--- config.mk ---
export PLATFORM = sky130hd
export DESIGN_NAME = hazard_ctrl
export DESIGN_NICKNAME = d
export VERILOG_FILES = /design/src/rtl/cpu_pkg.sv /design/src/rtl/fwd_unit.sv /design/src/rtl/hazard_ctrl.sv
export SDC_FILE = /design/constraint.sdc
export NUM_CORES = 1
export LEC_CHECK = 0
export ABC_CLOCK_PERIOD_IN_PS = 5100
export BUFFER_PORTS_ARGS = -buffer_cell sky130_fd_sc_hd__buf_2
export CAP_MARGIN = 5
export CORE_MARGIN = 5
export CORE_UTILIZATION = 43
export DETAILED_ROUTE_END_ITERATION = 16
export HOLD_SLACK_MARGIN = 0.15
export PLACE_DENSITY = 0.84
export SYNTH_ARGS = -nofsm -noshare
export SYNTH_HDL_FRONTEND = slang
export SYNTH_SLANG_ARGS = --single-unit
--- constraint.sdc ---
create_clock -name clk -period 5.1 [get_ports clk]
set_input_delay 1.02 -clock clk [delete_from_list [all_inputs] [get_ports clk]]
set_output_delay 1.02 -clock clk [all_outputs]
set_load 0.03 [all_outputs]
--- src/rtl/cpu_pkg.sv ---
// Shared types and constants for the 16-bit five-stage CPU pipeline control.
package cpu_pkg;

   typedef enum logic [2:0] {
      RUN,
      LU_STALL,
      FU_STALL,
      DRAIN,
      HALTED
   } state_t;

   localparam logic [1:0] FWD_RF  = 2'b00;
   localparam logic [1:0] FWD_MEM = 2'b01;
   localparam logic [1:0] FWD_WB  = 2'b10;

   localparam int REG_ZERO = 0;

   function automatic logic [1:0] fwd_pick(input logic hit_mem,
                                           input logic hit_wb);
      if (hit_mem)
         return FWD_MEM;
      else if (hit_wb)
         return FWD_WB;
      else
         return FWD_RF;
   endfunction

endpackage

--- src/rtl/fwd_unit.sv ---
// Forwarding comparator for one EX source operand; EX/MEM beats MEM/WB,
// and register 0 never matches.
module fwd_unit
   import cpu_pkg::*;
#(
   parameter int REG_W = 4
) (
   input  logic [REG_W-1:0] i_src,
   input  logic [REG_W-1:0] i_mem_rd,
   input  logic             i_mem_we,
   input  logic [REG_W-1:0] i_wb_rd,
   input  logic             i_wb_we,
   output logic [1:0]       o_sel
);

   logic w_hit_mem;
   logic w_hit_wb;

   assign w_hit_mem = i_mem_we && (i_mem_rd == i_src)
                   && (i_mem_rd != REG_W'(REG_ZERO));
   assign w_hit_wb  = i_wb_we && (i_wb_rd == i_src)
                   && (i_wb_rd != REG_W'(REG_ZERO));

   assign o_sel = fwd_pick(w_hit_mem, w_hit_wb);

endmodule

--- src/rtl/hazard_ctrl.sv ---
// Pipeline hazard, flush, forwarding and HLT-drain sequencing controller.
// Define HAZARD_PERF_EN to add saturating stall/flush event counters.
module hazard_ctrl
   import cpu_pkg::*;
#(
   parameter int REG_W        = 4,
   parameter int DRAIN_CYCLES = 3
) (
   input  logic             clk,
   input  logic             rst,
   input  logic [REG_W-1:0] id_rs,
   input  logic [REG_W-1:0] id_rt,
   input  logic             id_use_rs,
   input  logic             id_use_rt,
   input  logic             id_cond_branch,
   input  logic             id_halt,
   input  logic             branch_taken,
   input  logic [REG_W-1:0] ex_rd,
   input  logic             ex_regwrite,
   input  logic             ex_memread,
   input  logic             ex_setflags,
   input  logic [REG_W-1:0] mem_rd,
   input  logic             mem_regwrite,
   input  logic [REG_W-1:0] wb_rd,
   input  logic             wb_regwrite,
   input  logic [REG_W-1:0] exs_rs,
   input  logic [REG_W-1:0] exs_rt,
   output logic             pc_stall,
   output logic             ifid_stall,
   output logic             ifid_flush,
   output logic             idex_bubble,
   output logic [1:0]       fwd_sel1,
   output logic [1:0]       fwd_sel2,
   output logic             halted
`ifdef HAZARD_PERF_EN
   ,
   output logic [15:0]      lu_stall_cnt,
   output logic [15:0]      fu_stall_cnt,
   output logic [15:0]      flush_cnt
`endif
);

   localparam int CNT_W = $clog2(DRAIN_CYCLES + 1);

   state_t           r_state;
   logic [CNT_W-1:0] r_cnt;

   state_t           w_next;
   logic [CNT_W-1:0] w_cnt_nxt;
   logic             w_lu;
   logic             w_fu;
   logic             w_pc;
   logic             w_stall;
   logic             w_flush;
   logic             w_bubble;
   logic             w_halted;

   fwd_unit #(.REG_W(REG_W)) u_fwd1 (
      .i_src    (exs_rs),
      .i_mem_rd (mem_rd),
      .i_mem_we (mem_regwrite),
      .i_wb_rd  (wb_rd),
      .i_wb_we  (wb_regwrite),
      .o_sel    (fwd_sel1)
   );

   fwd_unit #(.REG_W(REG_W)) u_fwd2 (
      .i_src    (exs_rt),
      .i_mem_rd (mem_rd),
      .i_mem_we (mem_regwrite),
      .i_wb_rd  (wb_rd),
      .i_wb_we  (wb_regwrite),
      .o_sel    (fwd_sel2)
   );

   assign w_lu = ex_memread && (ex_rd != REG_W'(REG_ZERO))
              && ((id_use_rs && (ex_rd == id_rs))
               || (id_use_rt && (ex_rd == id_rt)));
   assign w_fu = id_cond_branch && ex_setflags;

   always_comb begin
      w_next    = r_state;
      w_cnt_nxt = r_cnt;
      w_pc      = 1'b0;
      w_stall   = 1'b0;
      w_flush   = 1'b0;
      w_bubble  = 1'b0;
      w_halted  = 1'b0;
      case (r_state)
         RUN, LU_STALL, FU_STALL: begin
            w_next = RUN;
            if (w_lu || w_fu) begin
               w_pc     = 1'b1;
               w_stall  = 1'b1;
               w_bubble = 1'b1;
               w_next   = w_lu ? LU_STALL : FU_STALL;
            end else if (id_halt) begin
               // HLT is not a branch, so it outranks a taken branch
               w_pc      = 1'b1;
               w_flush   = 1'b1;
               w_next    = DRAIN;
               w_cnt_nxt = CNT_W'(DRAIN_CYCLES - 1);
            end else if (branch_taken) begin
               w_flush = 1'b1;
            end
         end
         DRAIN: begin
            w_pc    = 1'b1;
            w_flush = 1'b1;
            if (r_cnt <= CNT_W'(1)) begin
               w_next    = HALTED;
               w_cnt_nxt = '0;
            end else begin
               w_cnt_nxt = r_cnt - CNT_W'(1);
            end
         end
         HALTED: begin
            w_pc     = 1'b1;
            w_stall  = 1'b1;
            w_halted = 1'b1;
         end
         default: begin
            w_next    = RUN;
            w_cnt_nxt = '0;
         end
      endcase
   end

   always_ff @(posedge clk or negedge rst) begin
      if (!rst) begin
         r_state <= RUN;
         r_cnt   <= '0;
      end else begin
         r_state <= w_next;
         r_cnt   <= w_cnt_nxt;
      end
   end

   // Gate with reset so controls drop the moment rst falls
   assign pc_stall    = rst && w_pc;
   assign ifid_stall  = rst && w_stall;
   assign ifid_flush  = rst && w_flush;
   assign idex_bubble = rst && w_bubble;
   assign halted      = rst && w_halted;

`ifdef HAZARD_PERF_EN
   logic [15:0] r_lu_cnt;
   logic [15:0] r_fu_cnt;
   logic [15:0] r_fl_cnt;
   logic        w_lu_act;
   logic        w_fu_act;

   assign w_lu_act = w_bubble && w_lu;
   assign w_fu_act = w_bubble && !w_lu;

   always_ff @(posedge clk or negedge rst) begin
      if (!rst) begin
         r_lu_cnt <= '0;
         r_fu_cnt <= '0;
         r_fl_cnt <= '0;
      end else if (r_state != HALTED) begin
         if (w_lu_act && (r_lu_cnt != 16'hFFFF))
            r_lu_cnt <= r_lu_cnt + 16'd1;
         if (w_fu_act && (r_fu_cnt != 16'hFFFF))
            r_fu_cnt <= r_fu_cnt + 16'd1;
         if (w_flush && (r_fl_cnt != 16'hFFFF))
            r_fl_cnt <= r_fl_cnt + 16'd1;
      end
   end

   assign lu_stall_cnt = r_lu_cnt;
   assign fu_stall_cnt = r_fu_cnt;
   assign flush_cnt    = r_fl_cnt;
`endif

endmodule

# Word level (Yosys, flattened, before mapping)
# Index checks and enable logic that the tools add are counted.
# totals
output_inout_bits,9
word_cells,70
reg_bits,5
# classes
n_reduce_logical,28
bitwise,1
muxes,24
eq_ne,13
n_lt_le_gt_ge,1
n_addsub,1
# op_table
op,n
$eq A4 B4 Y1,6
$mux W2,10
$logic_and A1 B1 Y1,18
$reduce_bool A4 Y1,3
$pmux W3 S3,1
$mux W1,8
$eq A3 B2 Y1 const B,2
$ne A2 B2 Y1 const B,3
$pmux W1 S2,3
$pmux W2 S3,1
$eq A3 B1 Y1 const B,1
$eq A3 B3 Y1 const B,1
$logic_not A3 Y1,1
$mux W3,1
$reduce_and A3 Y1,1
$reduce_or A3 Y1,1
$le A2 B1 Y1 const B,1
$logic_or A1 B1 Y1,2
$reduce_and A2 Y1,1
$reduce_or A2 Y1,1
$sub A2 B1 Y2 const B,1
$not A1 Y1,1

# Longest topological paths before layout
# logic_depth
word_depth,8
ltp_mapped,6
depth_no_buf,6

# Hierarchy
# A second synthesis with hierarchy kept.
# hier_totals
cells_unflattened,92
hier_area_um2,733.2
# by_module_without_submodules
mod,cells_per_inst,instances,area_each_um2,seq_area_each_um2
hazard_ctrl,56,1,462.9,125.1
fwd_unit,18,2,135.1,0.0

# Least setup slack after synthesis
# Ideal clock, no wire load.
# synth_path
path_type,input to output
from,input port ex_rd[0]
to,output port idex_bubble
setup_slack_ns,1.588
arrival_time_ns,2.492
stages,4
cell_sequence,xor2_1 nor4_2 a211oi_2 nor3_1
# synth_between
elab_chain_len,8
# synth_rtl
element,line,source
"start, declared",hazard_ctrl.sv:18,"input logic [REG_W-1:0] ex_rd,"
$eq A4 B4 Y1 (on tied branches),"hazard_ctrl.sv:77, hazard_ctrl.sv:78",
$logic_and A1 B1 Y1 (on tied branches),"hazard_ctrl.sv:77, hazard_ctrl.sv:78",
$logic_or A1 B1 Y1,hazard_ctrl.sv:78,|| (id_use_rt && (ex_rd == id_rt)));
$logic_and A1 B1 Y1 *,hazard_ctrl.sv:77,&& ((id_use_rs && (ex_rd == id_rs))
$logic_or A1 B1 Y1 *,hazard_ctrl.sv:92,if (w_lu || w_fu) begin
$mux W1 *,hazard_ctrl.sv:92,
$mux W1 *,hazard_ctrl.sv:89,case (r_state)
$logic_and A1 B1 Y1 *,hazard_ctrl.sv:143,assign idex_bubble = rst && w_bubble;
"end, declared",hazard_ctrl.sv:31,"output logic idex_bubble,"
# Every way passes the cells marked *; elsewhere a longest branch is shown, timed or not.

# Worst setup path after layout
# layout_path
from,input port ex_rd[0]
to,output port ifid_stall
# layout_between
elab_chain_len,8
# layout_rtl
element,line,source
$eq A4 B4 Y1 (on tied branches),"hazard_ctrl.sv:77, hazard_ctrl.sv:78",
$logic_and A1 B1 Y1 (on tied branches),"hazard_ctrl.sv:77, hazard_ctrl.sv:78",
$logic_or A1 B1 Y1,hazard_ctrl.sv:78,
$logic_and A1 B1 Y1 *,hazard_ctrl.sv:77,
$logic_or A1 B1 Y1 *,hazard_ctrl.sv:92,
$mux W1 *,hazard_ctrl.sv:92,
$pmux W1 S2 *,hazard_ctrl.sv:89,
$logic_and A1 B1 Y1 *,hazard_ctrl.sv:141,assign ifid_stall = rst && w_stall;
"end, declared",hazard_ctrl.sv:29,"output logic ifid_stall,"
# Marked as above.

==> out/metrics.cfg <==
[worst_setup_path]
required_ps = 4080
end_kind = output pin
cp_slowest_cell = nor4_2
endpoint = ifid_stall
critPathKind = in2out
cp.arrival_ps = 2510
r2r_setup_slack_ps = 3700
start_kind = input pin
path_cells = buf_2, xor2_1, nor4_2, a211oi_2, o31ai_2, buf_2
reg2reg_to = r_state[1]
cpMostUsedCell = buf_2
worstPathMaxFanout = 6
worst_path_largest_cell_delay_ps = 550
crit_start = ex_rd[0]
rr_worst_depth = 4
r2r-start = r_state[0]

[yosys]
synth_compound_area_share_pct = 20.4
synthesis.area_um2 = 686
synth_nets = 125
yosys_warnings = 0
yosys.area_share.simple_pct = 26.3
synthMuxAreaShare_pct = 0
ys_ff_latch = 5
ys_seq_area_share_pct = 18.2
synth.top_cell.area_share_pct = 23.0
synthXorXnorAreaFrac_pct = 30.7
synthCells = 85
ys_top_cells_by_area = xnor2_1 23%, dfrtp_1 18%, xor2_1 7.7%
synth_top_family_by_area = XOR/XNOR gates
yosysUniqueCellTypes = 29
synthAdderAreaFrac_pct = 0
yosys.area.top_type = xnor2_1
postSynthAreaPerCell_um2 = 8.07

[layout]
diodes = 0
drive_gt1_share_pct = 41.4
fin_area_um2 = 948
finish.utilization_pct = 63.0
nets = 174
area_growth_pct = 38.3

[clocking]
clk_latency_ps = 250
root_buffer = clkbuf_4
post-cts-setup-buffer-count = 0
ctsResizeCount = 0
ctsHtreeMaxLevel = 1
ctsHoldBuffers = 0
cts.path.max_buffers = 2
cts_tree = done
clk_pin_slew_ps = 40
cts_sinks = 5
cts_buffers = 3

[sta]
slew_headroom_pct = 60.7
drv_slew = 0
period_needed_ps = 3530
fin_crit_sh_pct = 69.2
final-hold-violation-count = 0
holdWs_ps = 550
worst_pin_slew_ps = 585
rsz0062_at_grt = no
fin_skew_ps = 2.76
fin_setup_tns_ps = 0
fmax_ghz = 0.283
setup_viol = 0

[power]
ir_worst_vdd_mv = 0.0738
p_leak_nw = 0.433
powerDensity_mw_per_mm2 = 151
power_uw = 143

[placement]
place_hpwl_um = 1720
dpl_cell_area_um2 = 922
port_buffers = 47
gp_congestion = 0.841

[global_routing]
grt_pass1_vias = 807
gr-total-overflow = 0
grt_pass1_wl_um = 3360
grt_max_degree = 9
grt_usage_pct = 16.7
antenna_found_initial = 0

[detailed_routing]
totalWireLength_um = 1990
drc = 0
drt_iter0_drc = 25
vias = 823
via_per_inst = 5.52
routedWlPerCell_um = 13.4
ant_nets = 0
drt_first_pass_iters = 4

[floorplan]
die_y_um = 49.9
io_pins = 49
die-area_mm2 = 0.00249
coreArea_mm2 = 0.00151
row_count = 14
die_x_um = 49.9
start_util_pct = 45.5

[worst_hold_path]
min_path_type = reg2reg

[flow_run]
max_cap_viol_count = 0

[outcome]
status = finished clean

-- layer usage --
layer	wire [um]	up-vias	GRT usage, %	part of all wire [%]
met5	0	-	0	0
met3	158	7	3.92	7.9
met1	740	373	18.9	37
met2	1050	37	28.8	53
li1	-	406	-	-
met4	41	0	8.30	2.1
-- synthesized netlist by cell type --
| master | count |
|---|---|
| a211oi_2 | 1 |
| a21o_1 | 1 |
| a21oi_1 | 1 |
| a22oi_1 | 1 |
| a31oi_1 | 1 |
| and2_1 | 2 |
| buf_4 | 2 |
| clkbuf_1 | 1 |
| dfrtp_1 | 5 |
| inv_1 | 3 |
| nand2_1 | 7 |
| nand3_1 | 3 |
| nand3_2 | 1 |
| nand3b_1 | 1 |
| nand4_1 | 4 |
| nor2_1 | 6 |
| nor3_1 | 6 |
| nor4_1 | 1 |
| nor4_2 | 2 |
| o211a_1 | 1 |
| o211ai_1 | 2 |
| o21a_1 | 1 |
| o21ai_0 | 2 |
| o311ai_0 | 1 |
| o31ai_2 | 1 |
| o41a_1 | 1 |
| o41ai_1 | 3 |
| xnor2_1 | 18 |
| xor2_1 | 6 |
-- layout make-up --
cell class	count	area [um^2]
Clock buffer	4	26.3
Fill cell	138	558
Inverter	3	11.3
Multi-Input combinational cell	74	531
Sequential cell	5	125
Tap cell	16	20.0
Timing Repair Buffer	47	235
-- cells by family (layout without fill, tap and decap cells) --
logic type             count (synthesis)  after routing
XOR/XNOR                              24             24
flip-flops                             5              5
AO/OA/AOI/OAI                         17             17
buffers and inverters                  6             54
AND/OR/NAND/NOR                       33             33
-- critical path, delay by kind of cell --
kind            cells  cell delay (ps)
buf+inv             2              360
simple gates        1              550
xor+xnor            1              170
compound gates      2              410
-- sequential cells by signal (all words and copies together), names as in the netlist --
name,flops
r_state,3
r_cnt,2
-- placed cells by master (no fill, tap or decap), types with 2 or more instances in the layout --
cell type	count
dfrtp_1	5
o211ai_1	2
o41ai_1	3
nand2_1	7
nor3_1	6
nor4_2	2
xor2_1	6
nand3_1	3
o21ai_0	2
buf_2	47
nand4_1	4
xnor2_1	18
clkbuf_4	3
inv_1	3
and2_1	2
nor2_1	6
-- report_power, final --
part           switching [mW]  internal (mW)  total, mW
Clock                  0.0172         0.0296     0.0469
Sequential                  0         0.0398     0.0398
Combinational          0.0297         0.0271     0.0567
Total                  0.0469         0.0965      0.143
-- per-stage QoR --
stage               std cells  setup WS [ps]
finish                    149           1570
global route              149           1370
CTS                       149           1540
detailed placement        145           1540
global placement          145           1600
floorplan                  85           1590
-- worst min path at each step --
stage | from | endpoint | slack, ps | cells after the start
floorplan | r_cnt[0] | r_cnt[0] | 490 | 1
global placement | r_cnt[0] | r_cnt[0] | 510 | 1
detailed placement | r_cnt[0] | r_cnt[0] | 540 | 1
CTS | r_cnt[0] | r_cnt[0] | 550 | 1
global route | rst | r_cnt[0] | 590 | 1
finish | r_cnt[0] | r_cnt[0] | 550 | 1
(Power assumes the default switching activity.)
